## src/rtl/fwd_pkg.sv

```systemverilog
// rtl/fwd_pkg.sv - shared types and constants for the operand forwarding controller
package fwd_pkg;

  // Slot rd field is sized for the widest supported register address; narrower ones zero-extend.
  localparam int SLOT_AW = 8;

  localparam logic [1:0] SEL_RF  = 2'd0;
  localparam logic [1:0] SEL_EX  = 2'd1;
  localparam logic [1:0] SEL_MEM = 2'd2;
  localparam logic [1:0] SEL_IMM = 2'd3;

  typedef enum logic {
    ST_RUN   = 1'b0,
    ST_STALL = 1'b1
  } fwd_state_e;

  typedef struct packed {
    logic               valid;
    logic               wr_en;
    logic [SLOT_AW-1:0] rd;
    logic               is_load;
  } slot_t;

endpackage

```

## src/rtl/fwd_slot_pipe.sv

```systemverilog
// rtl/fwd_slot_pipe.sv - two-deep record of the last issued instructions (EX, MEM)
module fwd_slot_pipe
  import fwd_pkg::*;
(
  input  logic  clk_i,
  input  logic  rst_ni,
  input  logic  flush_i,
  input  logic  issue_i,
  input  slot_t id_slot_i,
  output slot_t slot1_o,
  output slot_t slot2_o
);

  slot_t slot1_q, slot1_d;
  slot_t slot2_q, slot2_d;

  always_comb begin
    slot1_d = '0;
    slot2_d = '0;
    if (!flush_i) begin
      slot2_d = slot1_q;
      slot1_d = issue_i ? id_slot_i : '0;
    end
  end

  always_ff @(posedge clk_i or negedge rst_ni) begin
    if (!rst_ni) begin
      slot1_q <= '0;
      slot2_q <= '0;
    end else begin
      slot1_q <= slot1_d;
      slot2_q <= slot2_d;
    end
  end

  assign slot1_o = slot1_q;
  assign slot2_o = slot2_q;

endmodule

```

## src/rtl/fwd_sel_ctrl.sv

```systemverilog
// rtl/fwd_sel_ctrl.sv - operand mux select, load-use stall and stall counter
module fwd_sel_ctrl
  import fwd_pkg::*;
#(
  parameter int REG_AW = 5,
  parameter int CNT_W  = 16
) (
  input  logic              c,
  input  logic              rst_n,
  input  logic              id_valid,
  input  logic [REG_AW-1:0] id_rs,
  input  logic              id_use_imm,
  input  logic              id_wr_en,
  input  logic [REG_AW-1:0] id_rd,
  input  logic              id_is_load,
  input  logic              flush,
  output logic [1:0]        s,
  output logic              stall,
  output logic              issue,
  output logic [CNT_W-1:0]  stall_cnt
);

  slot_t              id_slot, slot1, slot2;
  logic [SLOT_AW-1:0] rs_x;
  logic               rs_nz, match1, match2, hazard;
  fwd_state_e         state_q, state_d;
  logic [CNT_W-1:0]   cnt_q, cnt_d;
  logic               unused_slot2_load;

  always_comb begin
    id_slot         = '0;
    id_slot.valid   = id_valid;
    id_slot.wr_en   = id_wr_en;
    id_slot.rd      = SLOT_AW'(id_rd);
    id_slot.is_load = id_is_load;
  end

  fwd_slot_pipe u_slots (
    .clk_i     (c),
    .rst_ni    (rst_n),
    .flush_i   (flush),
    .issue_i   (issue),
    .id_slot_i (id_slot),
    .slot1_o   (slot1),
    .slot2_o   (slot2)
  );

  assign unused_slot2_load = slot2.is_load;

  assign rs_x   = SLOT_AW'(id_rs);
  assign rs_nz  = (id_rs != '0);
  assign match1 = slot1.valid & slot1.wr_en & (slot1.rd == rs_x) & rs_nz;
  assign match2 = slot2.valid & slot2.wr_en & (slot2.rd == rs_x) & rs_nz;

  always_comb begin
    s = SEL_RF;
    if (!id_valid)      s = SEL_RF;
    else if (id_use_imm) s = SEL_IMM;
    else if (!rs_nz)    s = SEL_RF;
    else if (match1)    s = SEL_EX;
    else if (match2)    s = SEL_MEM;
  end

  // In STALL slot1 is always a bubble, so the state gate is redundant but keeps the intent explicit.
  assign hazard = id_valid & ~id_use_imm & match1 & slot1.is_load;
  assign stall  = hazard & ~flush & (state_q == ST_RUN);
  assign issue  = id_valid & ~stall & ~flush;

  always_comb begin
    state_d = state_q;
    if (flush) begin
      state_d = ST_RUN;
    end else begin
      case (state_q)
        ST_RUN:   if (stall) state_d = ST_STALL;
        ST_STALL: state_d = ST_RUN;
        default:  state_d = ST_RUN;
      endcase
    end
    cnt_d = cnt_q;
    if (stall && (cnt_q != {CNT_W{1'b1}})) cnt_d = cnt_q + CNT_W'(1);
  end

  always_ff @(posedge c or negedge rst_n) begin
    if (!rst_n) begin
      state_q <= ST_RUN;
      cnt_q   <= '0;
    end else begin
      state_q <= state_d;
      cnt_q   <= cnt_d;
    end
  end

  assign stall_cnt = cnt_q;

endmodule

```

## config.mk

```make
export PLATFORM = sky130hd
export DESIGN_NAME = fwd_sel_ctrl
export DESIGN_NICKNAME = d
export VERILOG_FILES = /design/src/rtl/fwd_pkg.sv /design/src/rtl/fwd_slot_pipe.sv /design/src/rtl/fwd_sel_ctrl.sv
export SDC_FILE = /design/constraint.sdc
export NUM_CORES = 1
export LEC_CHECK = 0
export ABC_AREA = 1
export CAP_MARGIN = 25
export CELL_PAD_IN_SITES_DETAIL_PLACEMENT = 0
export CELL_PAD_IN_SITES_GLOBAL_PLACEMENT = 1
export CORE_MARGIN = 10
export CORE_UTILIZATION = 40
export CTS_CLUSTER_DIAMETER = 200
export DETAILED_ROUTE_END_ITERATION = 6
export PLACE_DENSITY_LB_ADDON = 0.3
export SLEW_MARGIN = 20
export SYNTH_ARGS = -nofsm -noshare
export SYNTH_HDL_FRONTEND = slang
export SYNTH_SLANG_ARGS = --single-unit
export TNS_END_PERCENT = 20
```

## constraint.sdc

```tcl
create_clock -name c -period 2.7 [get_ports c]
set_input_delay 0.27 -clock c [delete_from_list [all_inputs] [get_ports c]]
set_output_delay 0.27 -clock c [all_outputs]
set_load 0.1 [all_outputs]
```

; Word-level counts from Yosys, hierarchy flattened
; Cells that the tools add are included.
[totals]
in_bits = 17
regBits = 38
elab_cells = 43
[classes]
reduce_logical = 2
bitwise = 17
n_eq_ne = 3
addsub = 1
n_mux = 11
[op_table]
columns = operator, n
row1 = two-way mux 11 bit, 3
row2 = "adder 16 x 1 -> 16 bit, second input constant", 1
row3 = equality test 8 x 5 -> 1 bit, 2
row4 = "inequality test 16 bit, second input constant", 1
row5 = AND 1 bit, 13
row6 = two-way mux 2 bit, 5
row7 = nonzero test 5 bit, 1
row8 = inverter 1 bit, 4
row9 = two-way mux 1 bit, 2
row10 = one-hot mux 1 bit (2 select lines), 1
row11 = logical AND 1 bit, 1

; Longest topological paths before layout
[depth]
ltp_word = 12
ltp_mapped = 10
depth_no_buf = 10

; Cells and area by module
; From an unflattened synthesis, not the netlist that was laid out.
[hier_totals]
cells_unflattened = 297
hier_area_um2 = 2107.0
[modules_own_cells]
columns = mod, seq_area_each_um2, cells_each, instances, area_each_um2
row1 = fwd_sel_ctrl, 425.4, 228, 1, 1355.0
row2 = fwd_slot_pipe, 550.5, 69, 1, 752.0

; Worst setup path after synthesis
; OpenSTA, ideal clock, no wires.
[synth_timing]
path_type = reg2out
start = register u_slots.slot1_q, in the netlist u_slots.slot1_o[4]
end = output port s[1]
required_ns = 2.430
path_stages_with_launch = 8
t_arrival_ns = 2.301
setup_slack_ns = 0.129
path_buffers = 0
cell_sequence = dfrtp_1 > inv_2 > nand2_1 > nand2_1 > nor2_4 > nand3_1 > nand4_1 > a21oi_1
[synth_via]
elab_chain_cells = 7
[synth_rtl]
columns = element, line_no
row1 = "start, declared", fwd_slot_pipe.sv:14  ; slot_t slot1_q, slot1_d;
row2 = "start signal, assigned", fwd_slot_pipe.sv:31  ; slot1_q <= slot1_d;
row3 = equality test 8 x 5 -> 1 bit, fwd_sel_ctrl.sv:52  ; assign match1 = slot1.valid & slot1.wr_en & (slot1.rd == rs_x) & rs_nz;
row4 = AND 1 bit (2 in a row), fwd_sel_ctrl.sv:52
row5 = two-way mux 2 bit, fwd_sel_ctrl.sv:60  ; else if (match1) s = SEL_EX;
row6 = two-way mux 2 bit, fwd_sel_ctrl.sv:59  ; else if (!rs_nz) s = SEL_RF;
row7 = two-way mux 2 bit, fwd_sel_ctrl.sv:58  ; else if (id_use_imm) s = SEL_IMM;
row8 = two-way mux 2 bit, fwd_sel_ctrl.sv:57  ; if (!id_valid) s = SEL_RF;
row9 = "end, declared", fwd_sel_ctrl.sv:17  ; output logic [1:0] s,
; Every way passes these cells.

; Worst setup path after layout
[layout_timing]
start = input port id_rs[0]
end = output port s[1]
[layout_via]
elab_chain_cells = 8
elab_cells_between_ends = 12
classes_between = eq/ne (2) / mux (5) / bitwise (4) / reduce/logical (1)
[layout_rtl]
columns = element, line_no
row1 = "start, declared", fwd_sel_ctrl.sv:11  ; input logic [REG_AW-1:0] id_rs,
row2 = equality test 8 x 5 -> 1 bit, fwd_sel_ctrl.sv:53  ; assign match2 = slot2.valid & slot2.wr_en & (slot2.rd == rs_x) & rs_nz;
row3 = AND 1 bit (2 in a row), fwd_sel_ctrl.sv:53
row4 = two-way mux 2 bit, fwd_sel_ctrl.sv:61  ; else if (match2) s = SEL_MEM;
row5 = two-way mux 2 bit, fwd_sel_ctrl.sv:60
row6 = two-way mux 2 bit (*), fwd_sel_ctrl.sv:59
row7 = two-way mux 2 bit (*), fwd_sel_ctrl.sv:58
row8 = two-way mux 2 bit (*), fwd_sel_ctrl.sv:57
; Every way passes the cells marked *; elsewhere a longest branch is shown, timed or not.

==> run summary <==
The run finished with clean final reports. The number of slew-limit violations in the final report was 0. The required time of the critical path is between 2 and 2.5 ns. The number of distinct library cells after synthesis came out at 27. The post-synthesis cell area is 0.00192 sq mm.

In the layout the commonest cells are sky130_fd_sc_hd__nand2_1, sky130_fd_sc_hd__inv_1, sky130_fd_sc_hd__dfrtp_1. Leaving out fill and tap cells, the most frequent cell in the layout is sky130_fd_sc_hd__nand2_1. The min-delay analysis places its worst path in the category in -> async. The share of final-layout standard cells stronger than drive strength 1 came out at 24.4%. The final critical delay including setup and external delays came out at about 2.1 ns. The worst setup path is of the in -> out kind. The global-route wire length before repair came out at about 7500 um. The tool flagged a number of max-cap violations equal to 0. STA classifies the critical path startpoint as an input pin.

The insertion delay to the later sink of the worst-skew pair came out at between 0.2 and 0.3 ns. Once the floorplan was initialized, standard cells occupied 41.0% of the core. The total leakage power is around 0.0013 uW. The slew at the pin closest to its max-slew limit came out at between 0.4 and 0.5 ns.

The number of global-route vias before repair came out at roughly 1600. The post-route fraction of the period consumed by the critical path came out at roughly 77%. The gate count of the mapped netlist is about 250. The total I/O pin count is 37. The total wirelength of the detailed-routed design is approximately 4400 um. The final setup violation count came out at 0. The final-report hold violation count came out at 0.

The share of power burned in the clock network is a little under half. The tree is rooted in a sky130_fd_sc_hd__clkbuf_8. Input and output buffers added on the ports amount to 36. The final antenna diode count came out at 0. The number of H-tree levels came out at 2. Timing would allow up to roughly 480 MHz. The number of cell rows came out at 25. The height of the chip came out at between 80 and 90 um.

The logic gate share of total power came out at between 10% and 20%. The portion of total power attributed to sequential cells is 43.9%. The die covers 0.00798 sq mm.

The post-CTS setup buffer count came out at 0. The clock skew is about 0.0053 ns. The largest individual stage delay along the critical path comes from the cell sky130_fd_sc_hd__clkdlybuf4s50_1.

The number of vias after detailed routing came out at ~1700. The critical path goes through clkdlybuf4s50_1 -> nor2_1 -> nand4_2 -> inv_1 -> nor3_1 -> nand4_1 -> a21oi_1 -> buf_12. In this run, post-CTS hold repair placed 0 buffers. The routed length per instance came out at 12.5 um. For this run, asynchronously set or reset flops after synthesis account for between 90% and 100%. The synthesized design contains 32 register bits. The synthesis-to-layout area growth is 28.0%. The number of routed nets with antenna violations came out at 0. The overall track demand over capacity in global routing is about an eighth. The sum of overflow across all layers after global routing is 0.

The yosys synthesis warning count is 0. Counting the fill cells in the layout gives 479. The arrival time at the worst endpoint came out at 1.82 ns. The core region is around 0.0047 sq mm. The violation count after the first detailed-routing iteration came out at 101.

Setup repair after global routing left no endpoint under its margin. Clock tree synthesis inserted a total of 5 buffers. The residual DRC count came out at 0.

After detailed routing, the number of vias per cell comes to around 4.7. IR analysis of the VDD net gives a maximum drop of between 200 and 250 uV. The switching power summed over all nets came out at 259 uW. After clock tree synthesis, the clock-pin slew on the worst setup and hold paths is roughly 0.07 ns. The share of the Yosys chip area taken by registers is about two fifths.

The width of the die came out at ~90 um. The average cell area after synthesis came out at approximately 7.6 sq um. The most common flop cell mapped by yosys is sky130_fd_sc_hd__dfrtp_1. The internal power consumption is 860 uW. The post-layout net count is 312. The largest single stage delay on the critical path is ~0.55 ns. Summed over all failing endpoints, the final setup total negative slack is 0 ns.

The worst setup path is captured at an output pin. The post-cts sizing count came out at 0. Net switching is 23.1% of the power. The routability-driven placement congestion ratio came out at a little under 0.8. The total power is ~1100 uW. The post-synth net total came out at between 200 and 300.

The number of antenna violations at the first check in global routing is 0. Detailed placement ended at an HPWL of 3430 um. Yosys mapped a number of flops with a built-in enable equal to 0. The clock tree from TritonCTS is yes. Clock tree synthesis found a total of 32 sinks. The pre-antenna-repair detailed-routing pass consisted of 4 iterations. Measured against its own limit, the worst slew margin works out to between 70% and 80%. The clock passes through at most 2 buffers. Entering global routing, the biggest net connects 33 pins.

Along the worst path, the maximum fanout reaches 4. The total power divided by cell area is between 400 and 500 mW/mm^2.
[metrics by stage]
step | hold slack, ns | util (%) | instance area (sq um) | setup slack [ns] | instances
CTS | 0.404 | 52.5 | 2460 | 0.606 | 349
detailed placement | 0.474 | 49.8 | 2340 | 0.603 | 341
global placement | 0.481 | 49.8 | 2340 | 0.612 | 341
finish | 0.393 | 52.5 | 2460 | 0.614 | 349
global route | 0.438 | 52.5 | 2460 | 0.515 | 349
floorplan | -0.0256 | - | 1920 | 0.129 | 253
[synth_stat cells (all sizes together) (2+ instances only)]
| cell type | count | area, sq um |
|---|---|---|
| a21oi | 3 | 15.0 |
| buf | 5 | 37.5 |
| dfrtp | 32 | 801 |
| inv | 55 | 206 |
| nand2 | 70 | 270 |
| nand3 | 14 | 87.6 |
| nand4 | 24 | 178 |
| nor2 | 36 | 205 |
| nor3 | 3 | 25.0 |
| o21ai | 2 | 10.0 |
| xnor2 | 3 | 26.3 |
[worst paths after layout]
path | from | to | slack, ns | depth (start not counted)
max | id_rs[0] | s[1] | 0.61 | 8
min | rst_n | u_slots.slot1_o[3]$_DFF_PN0_ | 0.39 | 2
max reg2reg | stall_cnt[0]$_DFFE_PN0P_ | stall_cnt[4]$_DFFE_PN0P_ | 0.77 | 11
min reg2reg | u_slots.slot1_o[9]$_DFF_PN0_ | u_slots.slot2_o[9]$_DFF_PN0_ | 0.48 | 2
max in group asynchronous | rst_n | stall_cnt[9]$_DFFE_PN0P_ | 2.01 | 2
min in group c | u_slots.slot1_o[9]$_DFF_PN0_ | u_slots.slot2_o[9]$_DFF_PN0_ | 0.48 | 2
[worst max-delay path: cells and delay by family]
family	cells	cell delay [ns]
compound gates	1	0.24
buf+inv	3	0.85
simple gates	4	0.44
[routing by layer]
metal | share of wire [%] | global-route usage [%]
met1 | 48 | 16.0
met2 | 46 | 18.5
met3 | 5.4 | 4.01
met4 | 1.2 | 3.47
met5 | 0 | 0
[logic make-up (layout without fill, tap and decap cells)]
group | after synthesis | count (layout) | synth area share [%]
AO/OA/AOI/OAI | 6 | 6 | 2.41
XOR/XNOR | 4 | 4 | 1.82
adder cells (fa/ha/maj) | 1 | 1 | 0.651
buffers and inverters | 61 | 103 | 12.9
flip-flops | 32 | 32 | 41.6
AND/OR/NAND/NOR | 149 | 149 | 40.6
[flip-flops by register name, indices dropped and copies added (netlist names)]
| register | count |
|---|---|
| state_q | 1 |
| u_slots.slot2_o | 7 |
| stall_cnt | 16 |
| u_slots.slot1_o | 8 |
[power groups by stage]
stage | Combinational [uW] | Sequential [uW] | Clock, uW
after detailed placement | 120 | 500 | 0
after floorplan | 62.7 | 499 | 0
after global placement | 120 | 500 | 0
after CTS | 120 | 491 | 523
after global routing | 129 | 492 | 553
final | 118 | 491 | 509
[area by class of cell]
class                   instances  area [sq um]  area share [%]
clock buffers                   7          96.3            3.91
clock inverters                 1          30.0            1.22
inverters                      56           210            8.54
multi-input cells             160           875            35.5
flip-flops and latches         32           801            32.5
well taps                      54          67.6            2.74
repair buffers                 39           383            15.5
No activity file was read; power rests on OpenSTA's default activity.
